File: src/rtl/hazard_unit.sv
`default_nettype none
// ============================================================================
// Module  : hazard_unit
// Purpose : Pipeline stall/flush control for load-use, memory-wait and
//           taken-branch hazards, with freeze watchdog and stall counter.
// Rev     : 1.0
// ============================================================================
module hazard_unit #(
  parameter int TIMEOUT = 16,
  parameter int CNT_W   = 16
) (
  input  logic             clk,
  input  logic             rst,
  input  logic             ex_mem_read,
  input  logic             ex_en,
  input  logic [2:0]       ex_rdst,
  input  logic [2:0]       id_rsrc1,
  input  logic [2:0]       id_rsrc2,
  input  logic             id_use1,
  input  logic             id_use2,
  input  logic             ex_br_taken,
  input  logic             me_mem_req,
  input  logic             mem_ready,
  input  logic             err_clr,
  input  logic             cnt_clr,
  output logic             pc_stall,
  output logic             ifid_stall,
  output logic             idex_bubble,
  output logic             ifid_flush,
  output logic             idex_flush,
  output logic             freeze,
  output logic             mem_err,
  output logic [CNT_W-1:0] stall_cnt
);

  localparam int WCNT_W = $clog2(TIMEOUT) + 1;
  localparam logic [WCNT_W-1:0] WCNT_LAST = WCNT_W'(TIMEOUT - 1);

  localparam logic [1:0] S_RUN  = 2'd0;
  localparam logic [1:0] S_WAIT = 2'd1;
  localparam logic [1:0] S_TOUT = 2'd2;

  logic [1:0]        state;
  logic [1:0]        state_nxt;
  logic [WCNT_W-1:0] wcnt;
  logic [WCNT_W-1:0] wcnt_nxt;
  logic              err_set;
  logic              freeze_raw;
  logic              load_use;

  assign freeze_raw = me_mem_req & ~mem_ready;
  assign load_use   = ex_mem_read & ~ex_en &
                      ((id_use1 & (id_rsrc1 == ex_rdst)) |
                       (id_use2 & (id_rsrc2 == ex_rdst)));

  always_ff @(posedge clk) begin
    if (rst) begin
      state <= S_RUN;
      wcnt  <= '0;
    end else begin
      state <= state_nxt;
      wcnt  <= wcnt_nxt;
    end
  end

  always_comb begin
    state_nxt = state;
    wcnt_nxt  = wcnt;
    err_set   = 1'b0;
    case (state)
      S_RUN: begin
        if (freeze_raw) begin
          state_nxt = S_WAIT;
          wcnt_nxt  = WCNT_W'(1);
        end
      end
      S_WAIT: begin
        if (!freeze_raw) begin
          state_nxt = S_RUN;
          wcnt_nxt  = '0;
        end else if (wcnt == WCNT_LAST) begin
          state_nxt = S_TOUT;
          err_set   = 1'b1;
        end else begin
          wcnt_nxt  = wcnt + WCNT_W'(1);
        end
      end
      default: begin
        // Timeout cycle: one unfrozen cycle lets the pipeline drop the access.
        state_nxt = S_RUN;
        wcnt_nxt  = '0;
      end
    endcase
  end

  always_comb begin
    freeze      = freeze_raw & (state != S_TOUT);
    pc_stall    = 1'b0;
    ifid_stall  = 1'b0;
    idex_bubble = 1'b0;
    ifid_flush  = 1'b0;
    idex_flush  = 1'b0;
    if (freeze) begin
      pc_stall    = 1'b1;
      ifid_stall  = 1'b1;
    end else if (ex_br_taken) begin
      ifid_flush  = 1'b1;
      idex_flush  = 1'b1;
    end else if (load_use) begin
      pc_stall    = 1'b1;
      ifid_stall  = 1'b1;
      idex_bubble = 1'b1;
    end
  end

  always_ff @(posedge clk) begin
    if (rst) begin
      mem_err <= 1'b0;
    end else if (err_set) begin
      mem_err <= 1'b1;
    end else if (err_clr) begin
      mem_err <= 1'b0;
    end
  end

  always_ff @(posedge clk) begin
    if (rst || cnt_clr) begin
      stall_cnt <= '0;
    end else if (pc_stall && !(&stall_cnt)) begin
      stall_cnt <= stall_cnt + CNT_W'(1);
    end
  end

endmodule
`default_nettype wire
File: config.mk
export PLATFORM = sky130hd
export DESIGN_NAME = hazard_unit
export DESIGN_NICKNAME = d
export VERILOG_FILES = /design/src/rtl/hazard_unit.sv
export SDC_FILE = /design/constraint.sdc
export NUM_CORES = 1
export LEC_CHECK = 0
export CORE_AREA = 10 10 70 72
export CTS_BUF_LIST = sky130_fd_sc_hd__clkbuf_2
export DETAILED_ROUTE_END_ITERATION = 8
export DIE_AREA = 0 0 80 82
export PLACE_DENSITY_LB_ADDON = 0.08
export SETUP_SLACK_MARGIN = 0.05
export SYNTH_ARGS = -nofsm -noshare
export SYNTH_HDL_FRONTEND = slang
export SYNTH_SLANG_ARGS = --single-unit
File: constraint.sdc
create_clock -name clk -period 1.58 [get_ports clk]
set_input_delay 0.395 -clock clk [delete_from_list [all_inputs] [get_ports clk]]
set_output_delay 0.395 -clock clk [all_outputs]
set_load 0.05 [all_outputs]
; Word-level counts from Yosys, hierarchy flattened
; Cells that the tools add are included.
[totals]
ff_bits = 24
word_cells = 50
output_inout_bits = 23
[op_classes]
muxes = 19
add_sub_neg = 2
reduce_logical = 8
n_eq_ne = 8
bitwise_logic = 9
[ops]
columns = cell, n
row1 = 16-bit by 1-bit adder with 16-bit output (second input constant), 1
row2 = 16-bit AND reduction, 1
row3 = 5-bit two-way mux, 3
row4 = 1-bit two-way mux, 11
row5 = 5-bit one-hot mux with 2 select lines, 1
row6 = 1-bit bitwise AND, 6
row7 = 3-bit == test, 2
row8 = 2-bit two-way mux, 3
row9 = 3-bit inequality test (second input constant), 2
row10 = 5-bit by 1-bit adder with 5-bit output (second input constant), 1
row11 = 5-bit by 4-bit == test with 1-bit output (second input constant), 1
row12 = 2-bit inequality test (second input constant), 2
row13 = 2-bit one-hot mux with 2 select lines, 1
row14 = 2-bit AND reduction, 2
row15 = 2-bit by 1-bit == test with 1-bit output (second input constant), 1
row16 = 2-bit logical NOT, 1
row17 = 1-bit inverter, 2
row18 = 2-bit nonzero test, 1
row19 = 1-bit logical AND, 1
row20 = 1-bit logical NOT, 1
row21 = 1-bit logical OR, 1
row22 = 1-bit OR, 1

; Longest topological paths before layout
[depth]
word_depth = 8
ltp_mapped = 8

; Least setup slack after synthesis
; OpenSTA, ideal clock, no wires.
[synth_timing]
path_kind = reg2reg
from = register stall_cnt[0]
to = register stall_cnt[1]
setup_time_ns = 0.115
period_less_slack_ns = 2.190
n_path_buf = 2
path_stages_with_launch = 9
arrival_ns = 2.075
slack_ns = -0.610
cell_sequence = dfxtp_1 -> ha_1 -> nand3_2 -> or2_1 -> buf_6 -> o32ai_4 -> buf_6 -> nor3b_2 -> o21a_1
[synth_via]
elab_chain_len = 3
elab_cells_between_ends = 4
[synth_lines]
columns = element, line_no
row1 = start: declaration, 33  ; output logic [CNT_W-1:0] stall_cnt
row2 = start signal: assignment, 130  ; stall_cnt <= stall_cnt + CNT_W'(1);
row3 = branches (longest 3 deep; another with 16-bit by 1-bit adder with 16-bit output), n/a
; Parallel ways; which one is timed is not known.
; A chain may end at the register's enable or synchronous reset.

; Worst setup path in the final report
[layout_timing]
from = register state[0]
to = output idex_flush
[layout_via]
elab_chain_len = 3
[layout_lines]
columns = element, line_no
row1 = start: declaration, 43  ; logic [1:0] state;
row2 = start signal: assignment, 61  ; state <= state_nxt;
row3 = 2-bit inequality test, 97  ; freeze = freeze_raw & (state != S_TOUT);
row4 = 1-bit bitwise AND, 97
row5 = 1-bit two-way mux, 103  ; if (freeze) begin
row6 = end: declaration, 30  ; output logic idex_flush,
; No other way between the ends.

==> results.sh <==
export IMPL_worstPathMaxFanout=4
export IMPL_start_util=0.426
export IMPL_yosysTopAreaCellShare=0.315
export IMPL_dp_hpwl_um=3910
export IMPL_powerDensity_nw_per_um2=407
export IMPL_arrival_ns=1.47
export IMPL_track_usage=0.190
export IMPL_crit_type="register to primary output"
export IMPL_yosys_warnings=0
export IMPL_antenna_cells=0
export IMPL_syn_area_um2=1520
export IMPL_synth_seq_cells=24
export IMPL_grt_max_degree=14
export IMPL_cts_hold_buf=0
export IMPL_rows=22
export IMPL_die_area_um2=6560
export IMPL_layout_common_cells="buf_4 (50), buf_12 (21), buf_6 (17), nand2_1 (14), dfxtp_2 (9)"
export IMPL_drtIter0Drc=146
export IMPL_gr_total_overflow=0
export IMPL_synthCells=170
export IMPL_power_mw=1.25
export IMPL_antenna_found_initial=0
export IMPL_fin_ws_ns=-0.282
export IMPL_cts_made_buffers=3
export IMPL_synth_area_leaders="dfxtp_1 (32%), nand2_1 (4.7%), xnor2_1 (4.0%), mux2i_1 (3.9%), a21oi_2 (3.4%)"
export IMPL_internal_power_mw=0.841
export IMPL_drc_errors=0
export IMPL_whs_ns=0.504
export IMPL_synth_main_ff_cell="dfxtp_1"
export IMPL_clock_latency_ns=0.38
export IMPL_yosys_area_top_type="dfxtp_1"
export IMPL_ant_nets=0
export IMPL_startpoint_type="register"
export IMPL_core_um2=3580
export IMPL_area_delta_synth_final_pct=101
export IMPL_cts_root_buffer="clkbuf_2"
export IMPL_violations="negative setup slack"
export IMPL_maxSlewHeadroom=0.758
export IMPL_tightest_slew_ns=0.362
export IMPL_seq_power_share=0.484
export IMPL_num_vias=1782
export IMPL_seq_area_frac_synth=0.315
export IMPL_drv_cap=0
export IMPL_finalCritPeriodShare=1.18
export IMPL_io_buffers=42
export IMPL_syn_avg_cell_area_um2=8.96
export IMPL_tritoncts="done"
export IMPL_cp_end_kind="primary output"
export IMPL_fmax_mhz=537
export IMPL_power_frac_clock=0.214
export IMPL_place_congestion=0.869
export IMPL_worstHoldPathType="input port to register"
export IMPL_skew_ns=0.0317
export IMPL_status="finished, violations left"
export IMPL_combPwrFrac=0.302
export IMPL_final_common_cell="buf_4"
export IMPL_drv_slew=0
export IMPL_cts_path_max_buffers=2
export IMPL_synth_edff_count=0
export IMPL_path_clk_slew_ns=0.27
export IMPL_min_period_ns=1.86
export IMPL_preCtsSetupSlack_ns=-0.818
export IMPL_switchingPower_mw=0.405
export IMPL_synth_distinct_cells=51
export IMPL_drive_above_1_share=0.674
export IMPL_peakVddDrop_mv=0.356
export IMPL_fp_dieH_um=82
export IMPL_io_pins=43
export IMPL_nFillCells=181
export IMPL_setup_violations=24
export IMPL_routed_wl_um=6160
export IMPL_detail_route_vias_per_cell=5.60
export IMPL_clkSinkCount=24
export IMPL_hold_viol=0
export IMPL_p_sw_frac=0.325
export IMPL_crit_required_ns=1.18
export IMPL_rsz0062_at_grt="true"
export IMPL_mappedNetlistNets=193
export IMPL_synthArstFlopShare=0
export IMPL_first_global_vias=2015
export IMPL_drt_pass1_iterations=4
export IMPL_cellLeakagePower_nw=1.16
export IMPL_die_x_um=80
export IMPL_grt_pass1_wl_um=10000
export IMPL_final_nets=294
export IMPL_wl_per_cell_um=19.4
export IMPL_htreeDepth=1
[final cells by class]
cell class,instances,area (µm²),share of cell area
multi-input cells,132,1300,0.426
inverters,5,21.3,0.00695
clock buffers,3,15.0,0.00491
repair buffers,105,1130,0.371
clock inverters,1,3.75,0.00123
flip-flops and latches,24,522,0.170
well taps,48,60.1,0.0196
[routing by layer]
layer / share of wire / up-vias / track usage
met2: 0.51 / 84 / 0.349
li1: - / 827 / -
met5: 0 / - / 0
met3: 0.077 / 21 / 0.0579
met1: 0.38 / 850 / 0.194
met4: 0.032 / 0 / 0.0880
[registers in the layout, indices dropped and copies added (netlist names)]
signal and count:
state 2, mem_err 1, wcnt 5, stall_cnt 16
[power by group through the flow]
stage               Combinational [mW]  Clock (mW)  Sequential [mW]
finish                           0.376       0.266            0.603
CTS                              0.353       0.263            0.603
global placement                 0.278           0            0.614
detailed placement               0.286           0            0.614
floorplan                        0.148           0            0.619
global route                     0.398       0.286            0.604
[kinds of logic after synthesis]
kind of cell	after synthesis	share of synthesized area
and+or+nand+nor	76	0.304
buffers and inverters	14	0.0550
muxes	7	0.0468
DFF	24	0.315
adders and majority gates	3	0.0246
AOI/OAI and AO/OA	38	0.209
xor gates and xnor gates	8	0.0460
[cell usage after synthesis (2+ instances only)]
master	n
a211o_1	2
inv_1	3
nor2_1	10
buf_6	3
a21oi_1	5
nand3_2	2
nand3_1	8
mux2i_1	6
and4_1	3
nand4_1	2
or3_1	8
a2111oi_2	2
a21oi_2	6
a211oi_1	3
and3_1	3
o21a_1	2
inv_2	2
o21ai_1	2
dfxtp_1	24
o21ai_0	3
nor3b_2	2
clkbuf_1	2
nand2_1	19
or4_1	6
o31ai_1	6
xnor2_1	7
ha_1	3
buf_4	2
a21o_1	2
[worst paths after layout]
check                 start           end  slack [ns]  cells past startpoint
hold / removal    mem_ready      state[1]        0.50                      4
hold reg to reg     wcnt[3]       wcnt[3]        0.52                      2
setup reg to reg   state[0]  stall_cnt[7]       -0.21                      8
setup / recovery   state[0]    idex_flush       -0.28                      5
[per-stage QoR]
stage / instances / instance area, µm² / setup TNS (ns) / utilization
floorplan: 170 / 1710 / -2.33 / -
global placement: 297 / 2640 / -14.35 / 0.736
detailed placement: 297 / 2640 / -15.64 / 0.736
CTS: 317 / 3000 / -2.56 / 0.839
global route: 318 / 3060 / -4.49 / 0.855
finish: 318 / 3060 / -3.26 / 0.855
[worst max-delay path, stage by stage, from the launching register on]
cell	delay, ns
dfxtp_2	0.39
inv_2	0.05
a21o_1	0.18
buf_6	0.15
and2_4	0.18
buf_12	0.14
[what timing repair did]
item	in CTS	in global routing
endpoints found under the setup margin	26	29
cloned	0	0
hold endpoints to repair	0	0
gates resized for setup	102	13
pin swaps	37	6
setup buffers	19	3
Power figures use the tool's default switching activity.
